[config.mk]
export PLATFORM = sky130hd
export DESIGN_NAME = wm_power_arbiter
export DESIGN_NICKNAME = d
export VERILOG_FILES = /design/src/rtl/wm_pkg.sv /design/src/rtl/wm_pwr_pick.sv /design/src/rtl/wm_power_arbiter.sv
export SDC_FILE = /design/constraint.sdc
export NUM_CORES = 1
export LEC_CHECK = 0
export ABC_AREA = 0
export CORE_MARGIN = 3
export CORE_UTILIZATION = 60
export CTS_CLUSTER_SIZE = 8
export DETAILED_ROUTE_END_ITERATION = 10
export DONT_BUFFER_PORTS = 1
export PLACE_DENSITY = 0.84
export SLEW_MARGIN = 5
export SYNTH_ARGS = -nofsm -noshare
export SYNTH_HDL_FRONTEND = slang
export SYNTH_SLANG_ARGS = --single-unit
[constraint.sdc]
create_clock -name clk -period 10.2 [get_ports clk]
set_clock_uncertainty 0.1 [all_clocks]
set_input_delay 0 -clock clk [delete_from_list [all_inputs] [get_ports clk]]
set_output_delay 0 -clock clk [all_outputs]
set_load 0.01 [all_outputs]
[src/rtl/wm_pkg.sv]
// Shared definitions for the washing-machine power arbiter:
// requester indices, FSM state encoding and the default load table.
package wm_pkg;

    localparam int NUM_REQ    = 5;
    localparam int REQ_DRAIN  = 0;
    localparam int REQ_VALVE  = 1;
    localparam int REQ_DET    = 2;
    localparam int REQ_MOTOR  = 3;
    localparam int REQ_HEATER = 4;

    // Arbiter FSM state encoding
    typedef logic [1:0] state_t;
    localparam state_t ST_READY   = 2'd0;
    localparam state_t ST_HOLDOFF = 2'd1;
    localparam state_t ST_PREEMPT = 2'd2;

    // Default budget and per-requester load units
    localparam int DEF_BUDGET      = 12;
    localparam int DEF_LOAD_DRAIN  = 2;
    localparam int DEF_LOAD_VALVE  = 1;
    localparam int DEF_LOAD_DET    = 1;
    localparam int DEF_LOAD_MOTOR  = 6;
    localparam int DEF_LOAD_HEATER = 8;

endpackage

[src/rtl/wm_pwr_pick.sv]
// Combinational candidate selection: a requester is a candidate when it
// is requested, not yet granted and fits in the remaining budget. Valves
// and drain use fixed priority; motor and heater share a round-robin slot.
// Returns a one-hot pick (all zero when nothing qualifies).
module wm_pwr_pick
    import wm_pkg::*;
#(
    parameter int BUDGET      = DEF_BUDGET,
    parameter int LOAD_DRAIN  = DEF_LOAD_DRAIN,
    parameter int LOAD_VALVE  = DEF_LOAD_VALVE,
    parameter int LOAD_DET    = DEF_LOAD_DET,
    parameter int LOAD_MOTOR  = DEF_LOAD_MOTOR,
    parameter int LOAD_HEATER = DEF_LOAD_HEATER
) (
    input  logic [4:0] req,
    input  logic [4:0] grant,
    input  logic [5:0] load_base,
    input  logic       rr_heater,
    output logic [4:0] pick
);

    logic [4:0] fit;
    logic [4:0] cand;

    // Fit check against the budget left after this cycle's releases
    always_comb begin
        fit             = '0;
        fit[REQ_DRAIN]  = ({1'b0, load_base} + 7'(LOAD_DRAIN))  <= 7'(BUDGET);
        fit[REQ_VALVE]  = ({1'b0, load_base} + 7'(LOAD_VALVE))  <= 7'(BUDGET);
        fit[REQ_DET]    = ({1'b0, load_base} + 7'(LOAD_DET))    <= 7'(BUDGET);
        fit[REQ_MOTOR]  = ({1'b0, load_base} + 7'(LOAD_MOTOR))  <= 7'(BUDGET);
        fit[REQ_HEATER] = ({1'b0, load_base} + 7'(LOAD_HEATER)) <= 7'(BUDGET);
    end

    assign cand = req & ~grant & fit;

    // Fixed priority drain > valve > detergent, then motor/heater by pointer
    always_comb begin
        pick = '0;
        if (cand[REQ_DRAIN])
            pick[REQ_DRAIN] = 1'b1;
        else if (cand[REQ_VALVE])
            pick[REQ_VALVE] = 1'b1;
        else if (cand[REQ_DET])
            pick[REQ_DET] = 1'b1;
        else if (cand[REQ_MOTOR] && (!rr_heater || !cand[REQ_HEATER]))
            pick[REQ_MOTOR] = 1'b1;
        else if (cand[REQ_HEATER])
            pick[REQ_HEATER] = 1'b1;
    end

endmodule

[src/rtl/wm_power_arbiter.sv]
// Mains-power arbiter for the washing-machine actuators. Grants requests
// against a fixed load budget, admits at most one new load per STAGGER
// cycles, and pre-empts heater/motor (after MIN_ON) so drain can run.
// Optional feature macro: WM_PWR_STARVE_EN adds per-requester denial
// counters and the sticky starve output.
module wm_power_arbiter
    import wm_pkg::*;
#(
    parameter int BUDGET      = DEF_BUDGET,
    parameter int LOAD_DRAIN  = DEF_LOAD_DRAIN,
    parameter int LOAD_VALVE  = DEF_LOAD_VALVE,
    parameter int LOAD_DET    = DEF_LOAD_DET,
    parameter int LOAD_MOTOR  = DEF_LOAD_MOTOR,
    parameter int LOAD_HEATER = DEF_LOAD_HEATER,
    parameter int STAGGER     = 4,
    parameter int MIN_ON      = 8,
    parameter int STARVE      = 64
) (
    input  logic       clk,
    input  logic       reset,
    input  logic       enable,
    input  logic [4:0] req,
    output logic [4:0] grant,
    output logic [5:0] load_used,
    output logic [4:0] denied
`ifdef WM_PWR_STARVE_EN
    ,
    output logic [4:0] starve
`endif
);

    // Drain can only be helped by pre-emption if it fits an empty budget
    localparam bit DRAIN_OK = (LOAD_DRAIN <= BUDGET);

    state_t     state, state_nx;
    logic [3:0] stag_cnt, stag_nx;
    logic       rr_heater;
    logic [7:0] on_motor, on_heater;

    logic [4:0] kept, pick, revoke, grant_nx;
    logic [5:0] load_kept;
    logic       admit, drain_fits, need_pre;
    logic       motor_exp, heater_exp;

    function automatic logic [5:0] load_sum(input logic [4:0] g);
        load_sum = (g[REQ_DRAIN]  ? 6'(LOAD_DRAIN)  : 6'd0)
                 + (g[REQ_VALVE]  ? 6'(LOAD_VALVE)  : 6'd0)
                 + (g[REQ_DET]    ? 6'(LOAD_DET)    : 6'd0)
                 + (g[REQ_MOTOR]  ? 6'(LOAD_MOTOR)  : 6'd0)
                 + (g[REQ_HEATER] ? 6'(LOAD_HEATER) : 6'd0);
    endfunction

    // Hold counter step: load on a new grant, count down while held, else 0
    function automatic logic [7:0] next_on(input logic nx, input logic cur,
                                           input logic [7:0] cnt);
        if (!nx)
            next_on = '0;
        else if (!cur)
            next_on = 8'(MIN_ON);
        else
            next_on = (cnt != 8'd0) ? cnt - 8'd1 : 8'd0;
    endfunction

    // Releases take effect this edge, so admission sees the reduced load
    assign kept       = grant & req;
    assign load_kept  = load_sum(kept);
    assign drain_fits = ({1'b0, load_kept} + 7'(LOAD_DRAIN)) <= 7'(BUDGET);
    assign need_pre   = req[REQ_DRAIN] & ~grant[REQ_DRAIN] & DRAIN_OK & ~drain_fits;
    // A count of 1 reaches 0 on this edge: MIN_ON full cycles have been held
    assign motor_exp  = on_motor  <= 8'd1;
    assign heater_exp = on_heater <= 8'd1;

    wm_pwr_pick #(
        .BUDGET      (BUDGET),
        .LOAD_DRAIN  (LOAD_DRAIN),
        .LOAD_VALVE  (LOAD_VALVE),
        .LOAD_DET    (LOAD_DET),
        .LOAD_MOTOR  (LOAD_MOTOR),
        .LOAD_HEATER (LOAD_HEATER)
    ) u_pick (
        .req       (req),
        .grant     (grant),
        .load_base (load_kept),
        .rr_heater (rr_heater),
        .pick      (pick)
    );

    // Next-state: admission, stagger holdoff and drain pre-emption
    always_comb begin
        state_nx = state;
        stag_nx  = stag_cnt;
        revoke   = '0;
        admit    = 1'b0;
        case (state)
            ST_READY: begin
                if (need_pre) begin
                    state_nx = ST_PREEMPT;
                end else if (|pick) begin
                    admit    = 1'b1;
                    state_nx = ST_HOLDOFF;
                    stag_nx  = 4'(STAGGER - 1);
                end
            end
            ST_HOLDOFF: begin
                if (need_pre) begin
                    state_nx = ST_PREEMPT;
                    stag_nx  = '0;
                end else if (stag_cnt <= 4'd1) begin
                    state_nx = ST_READY;
                    stag_nx  = '0;
                end else begin
                    stag_nx  = stag_cnt - 4'd1;
                end
            end
            ST_PREEMPT: begin
                // Drain fits (or went away): back to READY, admit next edge
                if (!need_pre) begin
                    state_nx = ST_READY;
                    stag_nx  = '0;
                end else if (kept[REQ_HEATER] && heater_exp) begin
                    revoke[REQ_HEATER] = 1'b1;
                end else if (kept[REQ_MOTOR] && motor_exp) begin
                    revoke[REQ_MOTOR] = 1'b1;
                end
            end
            default: begin
                state_nx = ST_READY;
                stag_nx  = '0;
            end
        endcase
        grant_nx = (kept & ~revoke) | (admit ? pick : 5'd0);
        if (!enable) begin
            grant_nx = '0;
            state_nx = ST_READY;
            stag_nx  = '0;
        end
    end

    // Registered grant, load and FSM state
    always_ff @(posedge clk or posedge reset) begin
        if (reset) begin
            state     <= ST_READY;
            stag_cnt  <= '0;
            grant     <= '0;
            load_used <= '0;
            denied    <= '0;
        end else begin
            state     <= state_nx;
            stag_cnt  <= stag_nx;
            grant     <= grant_nx;
            load_used <= load_sum(grant_nx);
            denied    <= enable ? (req & ~grant_nx) : 5'd0;
        end
    end

    // Round-robin pointer points away from whichever heavy load won last
    always_ff @(posedge clk or posedge reset) begin
        if (reset)
            rr_heater <= 1'b0;
        else if (admit && pick[REQ_MOTOR])
            rr_heater <= 1'b1;
        else if (admit && pick[REQ_HEATER])
            rr_heater <= 1'b0;
    end

    // MIN_ON hold counters for motor and heater
    always_ff @(posedge clk or posedge reset) begin
        if (reset) begin
            on_motor  <= '0;
            on_heater <= '0;
        end else begin
            on_motor  <= next_on(grant_nx[REQ_MOTOR],  grant[REQ_MOTOR],  on_motor);
            on_heater <= next_on(grant_nx[REQ_HEATER], grant[REQ_HEATER], on_heater);
        end
    end

`ifdef WM_PWR_STARVE_EN
    logic [4:0][7:0] dcnt, dcnt_nx;

    // Denial counters: count denied cycles, restart on a new grant
    always_comb begin
        for (int i = 0; i < NUM_REQ; i++) begin
            dcnt_nx[i] = dcnt[i];
            if (!enable || (grant_nx[i] && !grant[i]))
                dcnt_nx[i] = '0;
            else if (denied[i] && dcnt[i] != 8'hFF)
                dcnt_nx[i] = dcnt[i] + 8'd1;
        end
    end

    // Starve flags are sticky until reset
    always_ff @(posedge clk or posedge reset) begin
        if (reset) begin
            dcnt   <= '0;
            starve <= '0;
        end else begin
            dcnt <= dcnt_nx;
            for (int i = 0; i < NUM_REQ; i++)
                if (dcnt_nx[i] >= 8'(STARVE))
                    starve[i] <= 1'b1;
        end
    end
`endif

endmodule

==> insert_results.sql, run 1 <==
INSERT INTO impl_metrics (metric_group, metric, value, unit) VALUES
('drt', 'met2_length', '2430', 'microns'),
('setup_path', 'start_kind', 'flop', ''),
('power_and_ir_drop', 'static-leakage-power', '1.36', 'nW'),
('global_route', 'grt_start_max_net_pins', '39', ''),
('yosys', 'ys_warn_count', '0', ''),
('status', 'run_status', 'completed', ''),
('sta', 'worst_slew_margin_rel', '56.7', '%'),
('clock_network', 'clock_tree.htree_level_count', '2', ''),
('cells_and_area', 'layout-area-overhead-vs-synth', '11.5', '%'),
('floorplan', 'die_height', '69.0', 'microns'),
('clock_network', 'clock_path_buffers', '2', ''),
('setup_path', 'critPathMaxFanout', '8', ''),
('run', 'reported_max_cap_violation_count', '0', ''),
('placement', 'dpl-instance-area', '2410', 'sq um'),
('drt', 'dr_wl_met3', '205', 'microns'),
('yosys', 'ys.flop_type', 'dfrtp_1', ''),
('clock_network', 'clk_pin_slew_worst_paths', '0.07', 'ns'),
('drt', 'number_of_routed_nets_with_antenna_violations', '0', ''),
('sta', 'holdWs', '0.0895', 'ns'),
('floorplan', 'ios', '24', ''),
('clock_network', 'cts_resized', '0', ''),
('setup_path', 'reg2reg_from', 'grant[3]', ''),
('clock_network', 'cts_tree', 'done', ''),
('sta', 'fin_setup_tns', '0', 'ns'),
('drt', 'route.top_layer_used', 'met4', ''),
('worst_hold_path', 'class_of_the_tightest_hold_or_removal_check', 'in2reg', ''),
('drt', 'post-route-drc-count', '0', ''),
('placement', 'count_of_buffers_inserted_at_the_top_level_ports', '0', ''),
('yosys', 'yosys_register_bits', '38', ''),
('power_and_ir_drop', 'design_power_total', '360', 'uW'),
('sta', 'final_setup_violations', '0', ''),
('cells_and_area', 'nNetsFinal', '280', ''),
('clock_network', 'cts_made_buffers', '5', ''),
('drt', 'vias', '1816', ''),
('setup_path', 'cp_data_required_time', '10.27', 'ns'),
('clock_network', 'cts_num_sinks', '38', ''),
('yosys', 'synth-seq-area-share', '40.0', '%'),
('global_route', 'grt_remaining_overflow', '0', ''),
('clock_network', 'buffer_count_from_post_cts_setup_fixing', '0', ''),
('yosys', 'mapped_cells', '243', ''),
('setup_path', 'worstSetupStartpoint', 'grant[3]', ''),
('yosys', 'synth_enable_flop_cells', '0', ''),
('worst_hold_path', 'hp-start', 'req[0]', ''),
('sta', 'worst_pin_slew', '0.642', 'ns'),
('drt', 'drt-pass1-iter-count', '4', ''),
('global_route', 'antenna_found_initial', '0', ''),
('sta', 'grt_setup_unrepaired', 'false', ''),
('placement', 'place_congestion', '0.984', ''),
('setup_path', 'cp.arrival', '5.09', 'ns'),
('drt', 'wl', '4910', 'microns'),
('floorplan', 'initial_utilization', '63.5', '%'),
('sta', 'period_minus_ws_final', '5.02', 'ns'),
('yosys', 'synth-async-reset-ratio', '100', '%'),
('placement', 'detailedPlace.worstSlack', '5.73', 'ns'),
('global_route', 'first_pass_grt_wire_length', '8740', 'microns'),
('floorplan', 'core-area', '3740', 'sq um'),
('sta', 'hold_viol', '0', ''),
('global_route', 'globalRouteTotalUtil', '25.3', '%'),
('clock_network', 'clk-insertion-delay-late', '0.30', 'ns'),
('sta', 'period_share', '49.3', '%'),
('floorplan', 'die_area', '4760', 'sq um'),
('power_and_ir_drop', 'power.density_cell_area', '136', 'nW/um^2'),
('placement', 'hpwlAfterDp', '3460', 'microns'),
('yosys', 'mean_syn_cell_area', '9.79', 'sq um'),
('cells_and_area', 'insertedDiodeCount', '0', ''),
('setup_path', 'timing.critical_path.to_type', 'flop', ''),
('cells_and_area', 'post-route-cell-area', '2650', 'sq um'),
('clock_network', 'clockRootBuffer', 'clkbuf_8', ''),
('power_and_ir_drop', 'max-vdd-ir-drop', '0.101', 'mV'),
('cells_and_area', 'layout_cell_share_with_drive_strength_beyond_1', '9.34', '%'),
('setup_path', 'criticalPathCategory', 'reg2reg', ''),
('drt', 'wl_per_cell', '16.1', 'microns'),
('sta', 'timing.fmax', '0.199', 'GHz'),
('drt', 'vias_per_cell', '5.95', ''),
('sta', 'finalWorstSetupSlack', '5.18', 'ns'),
('yosys', 'synth.net_count', '267', ''),
('drt', 'dr.first_iter.drc_count', '100', ''),
('sta', 'maxSlewViolCount', '0', ''),
('yosys', 'syn_area', '2380', 'sq um'),
('floorplan', 'floorplan.die.width', '69.0', 'microns'),
('drt', 'routedLengthMet1', '2200', 'microns'),
('yosys', 'netlist-cell-type-count', '54', ''),
('global_route', 'grt_pass1_vias', '1858', ''),
('floorplan', 'num_rows', '22', '');
==> synthesized netlist by cell type (all sizes together) (2+ instances only) <==
cell type | number | area, sq um
xor2 | 7 | 61.3
and3 | 3 | 18.8
nor2b | 4 | 25.0
nor3 | 13 | 65.1
o31ai | 3 | 22.5
mux2i | 4 | 40.0
o21ai | 4 | 23.8
dfrtp | 38 | 951
ha | 13 | 163
fa | 3 | 60.1
a31oi | 6 | 37.5
xnor2 | 7 | 61.3
nand2b | 5 | 31.3
nor4 | 5 | 31.3
a2111oi | 2 | 25.0
nand4 | 2 | 27.5
nor2 | 27 | 101
nand4b | 2 | 32.5
and2 | 6 | 37.5
nand2 | 17 | 63.8
or2 | 3 | 21.3
a211oi | 4 | 30.0
inv | 22 | 85.1
a21oi | 12 | 78.8
nand3 | 4 | 20.0
buf | 3 | 30.0
o2111ai | 2 | 17.5
o211ai | 4 | 30.0
clkbuf | 2 | 7.51
==> worst max-delay path, cell delays in order, from the launching register on <==
cell,delay (ns)
dfrtp_1,0.50
and2_1,0.34
fa_1,0.57
a21boi_0,0.19
or2_2,0.33
ha_1,0.21
nand3_1,0.10
xor2_1,0.33
o211ai_1,0.20
a31oi_1,0.27
o21a_1,0.19
o211a_1,0.15
dlygate4sd3_1,0.59
ha_1,0.19
inv_1,0.06
fa_1,0.39
xor2_1,0.17
==> placed cells by master, fill, tap and decap left out, types with 6 or more instances in the layout <==
master	n
nor2_1	27
clkbuf_8	6
and2_1	6
dlygate4sd3_1	10
nand2_1	17
a31oi_1	6
a21oi_1	9
nor3_1	13
inv_1	21
xor2_1	7
dfrtp_1	38
ha_1	13
xnor2_1	7
==> cell type report <==
| cell class | instances | area, sq um |
|---|---|---|
| clock buffers | 6 | 82.6 |
| well taps | 48 | 60.1 |
| multi-input cells | 178 | 1310 |
| repair buffers | 11 | 108 |
| flip-flops and latches | 38 | 951 |
| inverters | 22 | 85.1 |
| fillers | 294 | 1090 |
| clock inverters | 2 | 60.1 |
==> flip-flops by register name (all words and copies together), names as in the netlist <==
register / count
denied: 5
grant: 5
load_used: 5
on_heater: 8
on_motor: 8
rr_heater: 1
stag_cnt: 4
state: 2
==> timing repair <==
item                                   in CTS  in global routing
hold buffers                               10                  0
setup endpoints to repair                   0                  0
endpoints found under the hold margin      76                  0
==> per-layer routing <==
metal / global-route usage, % / up-vias
li1: - / 873
met1: 32.2 / 901
met2: 41.3 / 35
met3: 7.29 / 7
met4: 8.52 / 0
met5: 0 / -
==> cell families (layout without fill, tap and decap cells) <==
family | after synthesis | count (layout) | synth area share [%]
and+or+nand+nor | 95 | 95 | 21.5
AOI/OAI and AO/OA | 46 | 46 | 15.6
DFF | 38 | 38 | 40.0
buffers and inverters | 27 | 41 | 5.16
adders and majority gates | 17 | 17 | 9.84
xor gates and xnor gates | 15 | 15 | 6.10
muxes | 4 | 4 | 1.68
other | 1 | 1 | 0.158
==> stage by stage <==
stage               util [%]  std cells
floorplan                  -        243
global placement        64.3        287
detailed placement      64.3        287
CTS                     70.8        305
global route            70.8        305
finish                  70.8        305
==> final timing paths <==
check | end | slack [ns] | cells past startpoint
max in group asynchronous | state[0] | 9.52 | 3
hold / removal | state[0] | 0.09 | 3
setup / recovery | load_used[2] | 5.18 | 16
setup reg to reg | load_used[2] | 5.18 | 16
hold reg to reg | on_heater[0] | 0.39 | 1
min in group asynchronous | grant[4] | 0.16 | 3
==> power breakdown <==
| part | internal (mW) | switching (mW) | leakage [nW] |
|---|---|---|---|
| clock network | 0.104 | 0.0541 | 0.0714 |
| registers | 0.157 | 0.00677 | 0.518 |
| logic | 0.0151 | 0.0230 | 0.768 |
Power figures use the tool's default switching activity.
==> run 2: changes to the inputs <==
ABC_AREA = 1   (was 0)
CORE_UTILIZATION = 57   (was 60)
PLACE_DENSITY = 0.83   (was 0.84)
clock period = 4.4 ns   (was 10.2 ns; I/O delays follow)
==> run 2 against run 1 <==
Maximum frequency grew 22%. Global-route usage shrank 3.2 points. Register-to-register slack lost 4.9 ns. Core utilization shrank 3.3 points. Critical path type unchanged. Largest power group unchanged. Highest routed layer unchanged.
==> insert_results.sql, run 2 <==
INSERT INTO impl_metrics (metric_group, metric, value, unit) VALUES
('sta', 'hold_viol', '0', ''),
('global_route', 'globalRouteTotalUtil', '22.1', '%'),
('cells_and_area', 'final_common_cell', 'nand2_1', ''),
('sta', 'finalWorstSetupSlack', '0.292', 'ns'),
('setup_path', 'cp_data_required_time', '4.53', 'ns'),
('placement', 'place_congestion', '0.858', ''),
('clock_network', 'cts_num_sinks', '38', ''),
('global_route', 'grt_start_max_net_pins', '39', ''),
('placement', 'count_of_buffers_inserted_at_the_top_level_ports', '0', ''),
('drt', 'vias', '2147', ''),
('cells_and_area', 'layout_common_cells', '73 x nand2_1, 55 x inv_1, 51 x nor2_1', ''),
('clock_network', 'clockRootBuffer', 'clkbuf_8', ''),
('setup_path', 'criticalPathCategory', 'reg2reg', ''),
('sta', 'period_minus_ws_final', '4.11', 'ns'),
('clock_network', 'cts_tree', 'done', ''),
('sta', 'maxSlewViolCount', '0', ''),
('global_route', 'grt_pass1_vias', '2079', ''),
('cells_and_area', 'layout-area-overhead-vs-synth', '9.41', '%'),
('power_and_ir_drop', 'static-leakage-power', '1.53', 'nW'),
('yosys', 'ys_top_cells_by_count', '74 x nand2_1, 55 x inv_1, 51 x nor2_1', ''),
('cells_and_area', 'fill_cells', '350', ''),
('yosys', 'mean_syn_cell_area', '7.45', 'sq um'),
('placement', 'hpwlAfterDp', '3990', 'microns'),
('setup_path', 'timing.critical_path.to_type', 'flop', ''),
('sta', 'timing.fmax', '0.243', 'GHz'),
('clock_network', 'clk_pin_slew_worst_paths', '0.07', 'ns'),
('drt', 'number_of_routed_nets_with_antenna_violations', '0', ''),
('power_and_ir_drop', 'design_power_total', '842', 'uW'),
('yosys', 'syn_area', '2590', 'sq um'),
('drt', 'vias_per_cell', '5.21', ''),
('drt', 'wl', '5270', 'microns'),
('yosys', 'post-synth-top-area-cell', 'dfrtp_1', ''),
('floorplan', 'core-area', '4200', 'sq um'),
('yosys', 'netlist-cell-type-count', '31', ''),
('floorplan', 'floorplan.die.width', '73.5', 'microns'),
('clock_network', 'clock_path_buffers', '2', ''),
('sta', 'final_setup_violations', '0', ''),
('power_and_ir_drop', 'power_frac_comb', '22.7', '%'),
('cells_and_area', 'final_core_util', '67.5', '%'),
('setup_path', 'critPathMaxFanout', '6', ''),
('setup_path', 'cp.arrival', '4.24', 'ns'),
('yosys', 'top_cells_by_area_synth', 'dfrtp_1 37%, nand2_1 11%, inv_1 8.0%, nor2_1 7.4%, ha_1 6.3%', ''),
('run', 'reported_max_cap_violation_count', '0', ''),
('cells_and_area', 'layout.cells.non_filler', '412', ''),
('placement', 'dpl-instance-area', '2640', 'sq um'),
('power_and_ir_drop', 'power.density_cell_area', '297', 'nW/um^2'),
('cells_and_area', 'post-route-cell-area', '2840', 'sq um'),
('sta', 'holdWs', '0.0353', 'ns'),
('drt', 'drt-pass1-iter-count', '4', ''),
('drt', 'wl_per_cell', '12.8', 'microns'),
('power_and_ir_drop', 'net-switching-power', '272', 'uW'),
('clock_network', 'clock_tree.htree_level_count', '2', ''),
('yosys', 'ys.flop_type', 'dfrtp_1', ''),
('cells_and_area', 'layout_top_registers', 'on_heater (8), on_motor (8)', ''),
('power_and_ir_drop', 'max-vdd-ir-drop', '0.220', 'mV'),
('floorplan', 'die_area', '5400', 'sq um'),
('floorplan', 'die_height', '73.5', 'microns'),
('drt', 'dr.first_iter.drc_count', '144', ''),
('setup_path', 'worstSetupStartpoint', 'grant[2]', ''),
('yosys', 'mapped_cells', '348', ''),
('global_route', 'first_pass_grt_wire_length', '9250', 'microns'),
('yosys', 'yosysMostFrequentCell', 'nand2_1', ''),
('sta', 'fin_setup_tns', '0', 'ns'),
('worst_hold_path', 'hp-start', 'req[4]', ''),
('sta', 'period_share', '93.4', '%'),
('sta', 'grt_setup_unrepaired', 'true', ''),
('yosys', 'synth.net_count', '372', ''),
('status', 'run_status', 'completed', ''),
('cells_and_area', 'nNetsFinal', '385', ''),
('clock_network', 'buffer_count_from_post_cts_setup_fixing', '0', ''),
('yosys', 'synth-seq-area-share', '36.7', '%'),
('floorplan', 'initial_utilization', '61.7', '%'),
('setup_path', 'regToRegSetupSlack', '0.29', 'ns'),
('power_and_ir_drop', 'clock_power_share', '29.0', '%'),
('power_and_ir_drop', 'internal_power', '570', 'uW'),
('cells_and_area', 'insertedDiodeCount', '0', ''),
('yosys', 'yosysTopAreaCellShare', '36.7', '%'),
('floorplan', 'ios', '24', ''),
('yosys', 'synth-async-reset-ratio', '100', '%'),
('power_and_ir_drop', 'switching_share', '32.3', '%'),
('power_and_ir_drop', 'seq_power_share', '48.2', '%'),
('setup_path', 'reg2reg_from', 'grant[2]', ''),
('placement', 'dpl.cell_count', '396', ''),
('global_route', 'antenna_found_initial', '0', ''),
('yosys', 'yosys_register_bits', '38', ''),
('global_route', 'grt_remaining_overflow', '0', ''),
('yosys', 'synth_enable_flop_cells', '0', ''),
('sta', 'worst_pin_slew', '0.592', 'ns'),
('setup_path', 'start_kind', 'flop', ''),
('placement', 'detailedPlace.worstSlack', '0.311', 'ns'),
('yosys', 'ys_warn_count', '0', ''),
('worst_hold_path', 'class_of_the_tightest_hold_or_removal_check', 'in2reg', ''),
('sta', 'worst_slew_margin_rel', '60.4', '%'),
('clock_network', 'cts_made_buffers', '5', ''),
('clock_network', 'clk-insertion-delay-late', '0.29', 'ns'),
('floorplan', 'num_rows', '23', ''),
('drt', 'post-route-drc-count', '0', ''),
('cells_and_area', 'layout_cell_share_with_drive_strength_beyond_1', '14.6', '%');
## run 2: cell types whose count changed in the layout (fill, tap and decap cells not counted), moves of 6 or more
cell	previous run	this run
nand2_1	17	73
inv_1	21	55
nand3_1	4	29
nor2_1	27	51
nor2_2	0	12
nand2_2	0	9
nor3_1	13	6
xnor2_1	7	0
a31oi_1	6	0
and2_1	6	0
o21ai_0	3	9
## run 2: what timing repair did
action                     in CTS  in global routing
hold endpoints to repair       72                  0
hold buffers                    8                  0
setup endpoints to repair       0                  4
resized for setup               0                  7
## run 2: kinds of logic (layout without fill, tap and decap cells)
family	Yosys count	in the layout	share of synthesized area [%]
simple gates	202	202	37.8
buf+inv	61	75	9.46
flops	38	38	36.7
compound gates	23	23	5.02
fa+ha+maj	16	16	8.59
xor+xnor	7	7	2.36
other cells	1	1	0.145
## run 2: power groups by stage
stage,combinational (mW),clock (mW),sequential [mW]
global placement,0.174,0,0.411
finish,0.191,0.245,0.406
detailed placement,0.179,0,0.413
floorplan,0.148,0,0.406
CTS,0.188,0.250,0.406
global route,0.220,0.264,0.411
## run 2: layer usage
metal / GRT usage (%) / wire [microns] / share of wire (%) / up-vias
li1: - / - / - / 1106
met1: 29.9 / 2520 / 48 / 1003
met2: 34.5 / 2420 / 46 / 31
met3: 6.02 / 268 / 5.1 / 7
met4: 7.04 / 63 / 1.2 / 0
met5: 0 / 0 / 0 / -
## run 2: critical path, stage by stage (launching register included)
cell	delay (ns)
dfrtp_1	0.43
nand2_1	0.14
inv_1	0.07
ha_1	0.24
fa_1	0.41
inv_1	0.07
nand2_1	0.08
nand2_1	0.10
inv_1	0.09
ha_1	0.22
inv_1	0.12
nor2_1	0.08
a21oi_1	0.17
nand4_2	0.15
nand3_4	0.12
nand2_2	0.09
nor2_4	0.16
nand2_1	0.11
a21oi_2	0.18
ha_2	0.23
inv_1	0.05
fa_1	0.37
inv_1	0.09
nand3_1	0.07
nor2_1	0.12
## run 2: area by class of cell
class	count	area, sq um	area share (%)
Tap cell	50	62.6	2.20
Inverter	58	223	7.85
Clock buffer	7	86.3	3.04
Timing Repair Buffer	9	87.6	3.09
Multi-Input combinational cell	249	1420	50.1
Clock inverter	1	5.00	0.176
Sequential cell	38	951	33.5
## run 2: path summary, 6_finish.rpt
| kind | endpoint | cells after the start |
|---|---|---|
| max | load_used[4] | 24 |
| min in group asynchronous | on_heater[4] | 3 |
| max reg2reg | load_used[4] | 24 |
| max in group asynchronous | state[1] | 3 |
| min reg2reg | rr_heater | 2 |
| min | denied[4] | 5 |
